===== src/rtl/seg7_pkg.sv =====
// Shared definitions for the multiplexed seven-segment scan driver:
// active-low segment patterns, decimal point bit and blink phase encoding.
package seg7_pkg;

    // Segment vector, active-low, ordered {dp,g,f,e,d,c,b,a}.
    typedef logic [7:0] seg_t;

    localparam int   DP_BIT    = 7;
    localparam seg_t SEG_BLANK = 8'hFF;

    // Hex 0..F glyphs with the decimal point off.
    localparam seg_t SEG_PATTERNS [16] = '{
        8'hC0, 8'hF9, 8'hA4, 8'hB0, 8'h99, 8'h92, 8'h82, 8'hF8,
        8'h80, 8'h90, 8'h88, 8'h83, 8'hC6, 8'hA1, 8'h86, 8'h8E
    };

    // Whole-display blink phase; also the state of the blink FSM.
    typedef enum logic {
        PHASE_ON  = 1'b0,
        PHASE_OFF = 1'b1
    } blink_phase_e;

endpackage


===== src/rtl/seg7_scan_driver_if.sv =====
// Host-side bus of the scan driver plus the display pins and the blink
// FSM state for observation.
//
// Handshake: load is a single-cycle strobe with no ready/backpressure. The
// driver samples digits, dp_in and digit_en on every rising edge where load
// is 1 and always accepts. blank_lz and blink_en are level controls sampled
// live on every edge.
interface seg7_scan_driver_if
    import seg7_pkg::*;
#(
    parameter int N_DIGITS = 4
) ();
    logic [4*N_DIGITS-1:0] digits;
    logic [N_DIGITS-1:0]   dp_in;
    logic [N_DIGITS-1:0]   digit_en;
    logic                  load;
    logic                  blank_lz;
    logic                  blink_en;
    logic [N_DIGITS-1:0]   anodo;
    seg_t                  catodo;
    blink_phase_e          phase;

    modport master (
        output digits, dp_in, digit_en, load, blank_lz, blink_en,
        input  anodo, catodo, phase
    );

    modport slave (
        input  digits, dp_in, digit_en, load, blank_lz, blink_en,
        output anodo, catodo, phase
    );
endinterface


===== src/rtl/seg7_decoder.sv =====
// Hex digit plus decimal point to active-low seven-segment pattern.
module seg7_decoder
    import seg7_pkg::*;
(
    input  logic [3:0] hex,
    input  logic       dp,
    output seg_t       seg
);

    // Table lookup, then pull the dp segment low when requested.
    always_comb begin
        seg = SEG_PATTERNS[hex];
        if (dp) seg[DP_BIT] = 1'b0;
    end

endmodule


===== src/rtl/seg7_scan_driver.sv =====
// Time-multiplexed common-anode display driver: one digit per slot, an
// anti-ghosting blank at the start of each slot, double-buffered content,
// leading-zero blanking and a whole-display blink.
module seg7_scan_driver
    import seg7_pkg::*;
#(
    parameter int N_DIGITS     = 4,
    parameter int SLOT_CYCLES  = 25000,
    parameter int BLANK_CYCLES = 250,
    parameter int BLINK_SCANS  = 250
) (
    input  logic               clk,
    input  logic               rst_n,
    seg7_scan_driver_if.slave  bus
);

    localparam int IDX_W  = (N_DIGITS > 1) ? $clog2(N_DIGITS) : 1;
    localparam int CNT_W  = $clog2(SLOT_CYCLES);
    localparam int SCAN_W = (BLINK_SCANS > 1) ? $clog2(BLINK_SCANS) : 1;

    localparam logic [CNT_W-1:0]  CNT_LAST  = CNT_W'(SLOT_CYCLES - 1);
    localparam logic [IDX_W-1:0]  IDX_LAST  = IDX_W'(N_DIGITS - 1);
    localparam logic [SCAN_W-1:0] SCAN_LAST = SCAN_W'(BLINK_SCANS - 1);

    logic [CNT_W-1:0]      slot_cnt;
    logic [IDX_W-1:0]      idx;
    logic [SCAN_W-1:0]     scan_cnt, scan_cnt_d;
    blink_phase_e          phase_q, phase_d;

    logic [4*N_DIGITS-1:0] pend_digits, act_digits;
    logic [N_DIGITS-1:0]   pend_dp, act_dp;
    logic [N_DIGITS-1:0]   pend_en, act_en;

    logic                  slot_wrap, scan_wrap;
    logic [N_DIGITS-1:0]   lz_dark;
    logic                  lz_run;
    logic [3:0]            cur_hex;
    logic                  cur_dp, cur_en, cur_lz;
    logic                  lit;
    seg_t                  dec_seg;
    logic [N_DIGITS-1:0]   anodo_d;
    seg_t                  catodo_d;

    assign slot_wrap = (slot_cnt == CNT_LAST);
    assign scan_wrap = slot_wrap && (idx == IDX_LAST);

    // Slot counter and digit index; index advances when a slot completes.
    always_ff @(posedge clk or negedge rst_n) begin
        if (!rst_n) begin
            slot_cnt <= '0;
            idx      <= '0;
        end else if (slot_wrap) begin
            slot_cnt <= '0;
            idx      <= scan_wrap ? '0 : idx + 1'b1;
        end else begin
            slot_cnt <= slot_cnt + 1'b1;
        end
    end

    // Double buffer: load fills pending; active only changes at a slot
    // boundary, taking a same-cycle load directly.
    always_ff @(posedge clk or negedge rst_n) begin
        if (!rst_n) begin
            pend_digits <= '0;
            pend_dp     <= '0;
            pend_en     <= '1;
            act_digits  <= '0;
            act_dp      <= '0;
            act_en      <= '1;
        end else begin
            if (bus.load) begin
                pend_digits <= bus.digits;
                pend_dp     <= bus.dp_in;
                pend_en     <= bus.digit_en;
            end
            if (slot_wrap) begin
                act_digits <= bus.load ? bus.digits   : pend_digits;
                act_dp     <= bus.load ? bus.dp_in    : pend_dp;
                act_en     <= bus.load ? bus.digit_en : pend_en;
            end
        end
    end

    // Blink FSM state register and completed-scan counter.
    always_ff @(posedge clk or negedge rst_n) begin
        if (!rst_n) begin
            phase_q  <= PHASE_ON;
            scan_cnt <= '0;
        end else begin
            phase_q  <= phase_d;
            scan_cnt <= scan_cnt_d;
        end
    end

    // Blink next state: toggle after BLINK_SCANS full scans; disabling
    // blink snaps back to the on phase with a fresh count.
    always_comb begin
        phase_d    = phase_q;
        scan_cnt_d = scan_cnt;
        if (!bus.blink_en) begin
            phase_d    = PHASE_ON;
            scan_cnt_d = '0;
        end else if (scan_wrap) begin
            if (scan_cnt == SCAN_LAST) begin
                scan_cnt_d = '0;
                unique case (phase_q)
                    PHASE_ON:  phase_d = PHASE_OFF;
                    PHASE_OFF: phase_d = PHASE_ON;
                    default:   phase_d = PHASE_ON;
                endcase
            end else begin
                scan_cnt_d = scan_cnt + 1'b1;
            end
        end
    end

    // Leading-zero mask from the top digit down, then pick the current digit.
    always_comb begin
        lz_run  = 1'b1;
        lz_dark = '0;
        cur_hex = 4'h0;
        cur_dp  = 1'b0;
        cur_en  = 1'b0;
        cur_lz  = 1'b0;
        for (int i = N_DIGITS - 1; i >= 0; i--) begin
            lz_run     = lz_run && (act_digits[4*i +: 4] == 4'h0) && !act_dp[i];
            lz_dark[i] = bus.blank_lz && lz_run && (i != 0);
        end
        for (int i = 0; i < N_DIGITS; i++) begin
            if (idx == IDX_W'(i)) begin
                cur_hex = act_digits[4*i +: 4];
                cur_dp  = act_dp[i];
                cur_en  = act_en[i];
                cur_lz  = lz_dark[i];
            end
        end
    end

    seg7_decoder u_decoder (
        .hex (cur_hex),
        .dp  (cur_dp),
        .seg (dec_seg)
    );

    // Next display drive: dark during the blank window, disabled or
    // leading-zero digits, and the blink off phase.
    always_comb begin
        lit = cur_en && !cur_lz
           && (!bus.blink_en || (phase_q == PHASE_ON))
           && (int'(slot_cnt) >= BLANK_CYCLES);
        anodo_d = '1;
        for (int i = 0; i < N_DIGITS; i++) begin
            if (lit && (idx == IDX_W'(i))) anodo_d[i] = 1'b0;
        end
        catodo_d = lit ? dec_seg : SEG_BLANK;
    end

    // Registered display pins.
    always_ff @(posedge clk or negedge rst_n) begin
        if (!rst_n) begin
            bus.anodo  <= '1;
            bus.catodo <= SEG_BLANK;
        end else begin
            bus.anodo  <= anodo_d;
            bus.catodo <= catodo_d;
        end
    end

    assign bus.phase = phase_q;

endmodule


===== src/flat_wrapper.sv =====
// flat-port wrapper written by rule: the top's interface ports become plain ports
module seg7_scan_driver_flat import seg7_pkg::*;
#(
    parameter int N_DIGITS     = 4,
    parameter int SLOT_CYCLES  = 25000,
    parameter int BLANK_CYCLES = 250,
    parameter int BLINK_SCANS  = 250
)
  (clk, rst_n, bus_digits, bus_dp_in, bus_digit_en, bus_load, bus_blank_lz, bus_blink_en, bus_anodo, bus_catodo, bus_phase);
  seg7_scan_driver_if #(.N_DIGITS(N_DIGITS)) bus_i ();
  input  logic clk;
  input  logic rst_n;
  input wire logic [$bits(bus_i.digits)-1:0] bus_digits;
  input wire logic [$bits(bus_i.dp_in)-1:0] bus_dp_in;
  input wire logic [$bits(bus_i.digit_en)-1:0] bus_digit_en;
  input wire logic [$bits(bus_i.load)-1:0] bus_load;
  input wire logic [$bits(bus_i.blank_lz)-1:0] bus_blank_lz;
  input wire logic [$bits(bus_i.blink_en)-1:0] bus_blink_en;
  output wire logic [$bits(bus_i.anodo)-1:0] bus_anodo;
  output wire logic [$bits(bus_i.catodo)-1:0] bus_catodo;
  output wire logic [$bits(bus_i.phase)-1:0] bus_phase;
  assign bus_i.digits = bus_digits;
  assign bus_i.dp_in = bus_dp_in;
  assign bus_i.digit_en = bus_digit_en;
  assign bus_i.load = bus_load;
  assign bus_i.blank_lz = bus_blank_lz;
  assign bus_i.blink_en = bus_blink_en;
  assign bus_anodo = bus_i.anodo;
  assign bus_catodo = bus_i.catodo;
  assign bus_phase = bus_i.phase;
  seg7_scan_driver #(.N_DIGITS(N_DIGITS), .SLOT_CYCLES(SLOT_CYCLES), .BLANK_CYCLES(BLANK_CYCLES), .BLINK_SCANS(BLINK_SCANS)) u_core (.clk(clk), .rst_n(rst_n), .bus(bus_i));
endmodule

===== config.mk =====
export PLATFORM = sky130hd
export DESIGN_NAME = seg7_scan_driver_flat
export DESIGN_NICKNAME = d
export VERILOG_FILES = /design/src/rtl/seg7_pkg.sv /design/src/rtl/seg7_scan_driver_if.sv /design/src/rtl/seg7_decoder.sv /design/src/rtl/seg7_scan_driver.sv /design/src/flat_wrapper.sv
export SDC_FILE = /design/constraint.sdc
export NUM_CORES = 1
export LEC_CHECK = 0
export CAP_MARGIN = 20
export CORE_ASPECT_RATIO = 1.2
export CORE_MARGIN = 4
export CORE_UTILIZATION = 45
export DETAILED_ROUTE_END_ITERATION = 8
export PLACE_DENSITY_LB_ADDON = 0.05
export SLEW_MARGIN = 15
export SYNTH_ARGS = -nofsm -noshare
export SYNTH_HDL_FRONTEND = slang
export SYNTH_SLANG_ARGS = --single-unit

===== constraint.sdc =====
create_clock -name clk -period 6.84 [get_ports clk]
set_clock_uncertainty 0.2 [all_clocks]
set_input_delay 1.368 -clock clk [delete_from_list [all_inputs] [get_ports clk]]
set_output_delay 1.368 -clock clk [all_outputs]
set_load 0.05 [all_outputs]

==> tab_implementation.tex <==
\begin{tabular}{lr}
\hline
Metric & Value \\
\hline
\multicolumn{2}{l}{\textbf{CTS}} \\
\quad CTS Buffer Depth & 2 \\
\quad Hold buffers post-CTS & 0 \\
\quad Insertion delay of the later-clocked pin in the worst-skew pair & 350 ps \\
\quad Clock root buffer & clkbuf\_8 \\
\quad Number of levels in the clock H-tree & 3 \\
\quad TritonCTS clock tree & built \\
\quad Post-CTS clock slew at the launch and capture registers of the worst setup and hold paths & 80 ps \\
\quad CTS sink count & 86 \\
\quad Setup Buffers After CTS & 0 \\
\quad Resized cells post-CTS & 0 \\
\quad Clock buffer count from CTS & 9 \\
\multicolumn{2}{l}{\textbf{Detailed routing}} \\
\quad Wire length after detailed routing & 7672 um \\
\quad 1st-iter DRT viols & 102 \\
\quad Length of the first detailed-routing pass in iterations & 5 \\
\quad Antenna-violating nets left & 0 \\
\quad Vias per inst & 5.225 \\
\quad DRC violation count after routing & 0 \\
\quad Average routed wire per standard cell & 14.03 um \\
\quad Total via count after detailed routing & 2858 \\
\multicolumn{2}{l}{\textbf{Power}} \\
\quad Lkg Pwr & 2.021 nW \\
\quad Worst vdd ir & 0.1376 mV \\
\quad Pwr Density & 189.2 nW/um2 \\
\quad Post-layout total power & 892.8 uW \\
\multicolumn{2}{l}{\textbf{Critical path}} \\
\quad Cell with the biggest individual delay on the critical path & clkdlybuf4s50\_1 \\
\quad Setup CP Type & flip-flop to primary output \\
\quad Setup crit start kind & flip-flop \\
\quad Worst endpoint required time & 5270 ps \\
\quad Family of cells with the greatest summed delay on the critical path & buffers and inverters \\
\quad Critical path, cell by cell & clkdlybuf4s50\_1 \\
\quad Logic depth of the worst path, buffers included & 1 \\
\quad Kind of capture point of the worst setup path & primary output \\
\quad Buffers and inverters on the worst path & 1 \\
\quad Highest cell delay on the worst timing path & 800 ps \\
\quad Data arrival time of the worst path & 1690 ps \\
\quad CP Max Fanout & 1 \\
\quad Reg2reg path depth & 8 \\
\multicolumn{2}{l}{\textbf{Global routing}} \\
\quad Tot GR Track Use & 15.48\% \\
\quad Global-route wire length before repair & 12990 um \\
\quad Number of antenna violations at the first check in global routing & 0 \\
\quad GR Overflow Total & 0 \\
\quad Vias in the first global route & 2766 \\
\quad Maximum number of pins on one net before global-route repair & 52 \\
\multicolumn{2}{l}{\textbf{Timing}} \\
\quad Number of pins exceeding their max-slew limit in the final report & 0 \\
\quad Final Hold Vio Count & 0 \\
\quad Setup repair after global routing missed its margin & no \\
\quad Crit share post-route & 47.57\% \\
\quad Worst slew margin & 30.06\% \\
\quad Fin Setup TNS & 0 ps \\
\quad Period minus WS final & 3253 ps \\
\quad Timing-limited maximum frequency & 0.3074 GHz \\
\quad Worst Tran Pin Value & 1041 ps \\
\quad Final setup violation count & 0 \\
\multicolumn{2}{l}{\textbf{Logic synthesis}} \\
\quad Number of warning messages in the yosys log & 0 \\
\quad Area contributors post-synth & dfrtp\_1 (41\%), dfstp\_2 (13\%), nand2\_1 (8.3\%) \\
\quad Adder-cell share of the synthesized area & 4.340\% \\
\quad Mean post-synth cell area & 10.40 um2 \\
\quad Commonest cells post-synth & nand2\_1 (89), dfrtp\_1 (66), mux2\_2 (25) \\
\quad Most common cell in the synthesized netlist & nand2\_1 \\
\quad Count of flip-flops with a built-in enable after synthesis & 0 \\
\quad Post-Synth XOR/XNOR Area & 3.038\% \\
\quad Register bit count reported by yosys & 86 \\
\quad Cell taking the most area after synthesis & dfrtp\_1 \\
\quad Simple-gate portion of the synthesized area & 19.71\% \\
\quad Syn Nets & 431 \\
\quad Multiplexer share of the synthesized area & 7.471\% \\
\quad Share of the yosys chip area belonging to registers & 53.94\% \\
\quad Count of unique library cells instantiated by Yosys & 45 \\
\quad Yosys top cell area share & 40.92\% \\
\quad Synth async-reset ratio & 100.0\% \\
\quad Fraction of the mapped netlist area in compound gates & 8.772\% \\
\quad Leading register cell type out of synthesis & dfrtp\_1 \\
\quad Cell area after technology mapping & 4036 um2 \\
\quad Main combinational cell family by area after synthesis & simple AND/OR/NAND/NOR gates \\
\quad Number of instances in the synthesized netlist & 388 \\
\multicolumn{2}{l}{\textbf{Placed design}} \\
\quad Routability Congestion & 0.8272 \\
\quad Port Buffer Count & 41 \\
\quad Half-perimeter wire length after placement & 5350 um \\
\multicolumn{2}{l}{\textbf{Floorplan}} \\
\quad Horiz. Die Dim & 94.46 um \\
\quad IO Pins & 42 \\
\quad Initial standard-cell utilization of the core & 46.63\% \\
\quad Total Die Area & 10550 um2 \\
\quad Core region area & 8657 um2 \\
\quad Die extent in y & 111.7 um \\
\quad Standard-cell row count & 37 \\
\multicolumn{2}{l}{\textbf{Finish}} \\
\quad Fraction of final layout cells sized beyond drive strength 1 & 15.58\% \\
\quad Number of inserted diodes & 0 \\
\quad Layout net count & 468 \\
\quad Area added between synthesis and finish & 16.93\% \\
\multicolumn{2}{l}{\textbf{Flow run}} \\
\quad Max capacitance violation total & 0 \\
\multicolumn{2}{l}{\textbf{Min path}} \\
\quad Hold path depth & 2 \\
\quad Hold/Removal Path Class & flip-flop to flip-flop \\
\multicolumn{2}{l}{\textbf{Run status}} \\
\quad Result of the run & finished, final reports clean \\
\hline
\end{tabular}
==> through the flow <==
stage / utilization, % / area (um2) / setup WS (ps) / std cells / hold WS [ps]
final: 54.52 / 4720 / 3587 / 547 / 256.1
after global routing: 54.52 / 4720 / 3542 / 547 / 271.7
after CTS: 54.52 / 4720 / 3565 / 547 / 261.9
after detailed placement: 52.58 / 4552 / 3505 / 531 / 249.7
after global placement: 52.41 / 4537 / 3276 / 530 / 244.9
after floorplan: - / 4036 / 4115 / 388 / 232.2
==> power breakdown <==
part	total (mW)	internal, mW	leakage [nW]	switching, mW
combinational	0.0507	0.0281	0.967	0.0226
clock	0.315	0.140	0.0861	0.175
sequential	0.527	0.524	0.968	0.00305
total	0.893	0.693	2.02	0.200
==> final cells by class <==
cell class / count / area, um2
fill: 788 / 3938
sequential: 86 / 2177
multi-input combinational: 273 / 1749
timing repair buffer: 44 / 437.9
tap: 117 / 146.4
clock buffer: 12 / 145.1
inverter: 11 / 41.29
clock inverter: 4 / 22.52
==> routing by layer <==
layer | GRT usage (%) | share of wire, % | up-vias
met1 | 22.04 | 50 | 1387
met5 | 0 | 0 | -
met2 | 23.25 | 45 | 47
met3 | 2.230 | 3.8 | 14
li1 | - | - | 1410
met4 | 7.218 | 2.0 | 0
==> layout by cell type (no fill, tap or decap), types with 6 or more instances in the layout <==
cell type / count
a21boi_1: 6
a21oi_1: 6
clkbuf_8: 10
clkdlybuf4s50_1: 40
dfrtp_1: 66
dfstp_2: 20
ha_1: 14
inv_1: 11
mux2_2: 25
nand2_1: 89
nand3_1: 15
nor2_1: 16
o21ai_0: 15
xor2_1: 9
==> state kept, by name, indices dropped and copies added (netlist names) <==
| register | count |
|---|---|
| u_core.act_dp | 4 |
| u_core.idx | 2 |
| u_core.act_en | 4 |
| u_core.bus.anodo | 4 |
| u_core.pend_digits | 16 |
| u_core.bus.phase | 1 |
| u_core.scan_cnt | 8 |
| u_core.bus.catodo | 8 |
| u_core.slot_cnt | 15 |
| u_core.pend_en | 4 |
| u_core.act_digits | 16 |
| u_core.pend_dp | 4 |
==> kinds of logic (layout without fill, tap and decap cells) <==
| kind of cell | Yosys count | after routing |
|---|---|---|
| AOI/OAI and AO/OA | 52 | 52 |
| DFF | 86 | 86 |
| buffers and inverters | 29 | 71 |
| and+or+nand+nor | 166 | 166 |
| muxes | 27 | 27 |
| xor gates and xnor gates | 14 | 14 |
| adders and majority gates | 14 | 14 |
==> path summary, 6_finish.rpt <==
| check | end | startpoint | slack (ps) |
|---|---|---|---|
| setup / recovery | bus_catodo[7] | u_core.bus.catodo[7]$_DFF_PN1_ | 3590 |
| hold / removal | u_core.act_en[3]$_DFFE_PN1P_ | u_core.act_en[3]$_DFFE_PN1P_ | 260 |
| setup reg to reg | u_core.bus.catodo[3]$_DFF_PN1_ | u_core.idx[1]$_DFFE_PN0P_ | 3780 |
| hold reg to reg | u_core.act_en[3]$_DFFE_PN1P_ | u_core.act_en[3]$_DFFE_PN1P_ | 260 |
| max in group asynchronous | u_core.slot_cnt[6]$_DFF_PN0_ | rst_n | 4690 |
| min in group asynchronous | u_core.scan_cnt[5]$_DFFE_PN0P_ | rst_n | 750 |
No activity file was read; power rests on OpenSTA's default activity.
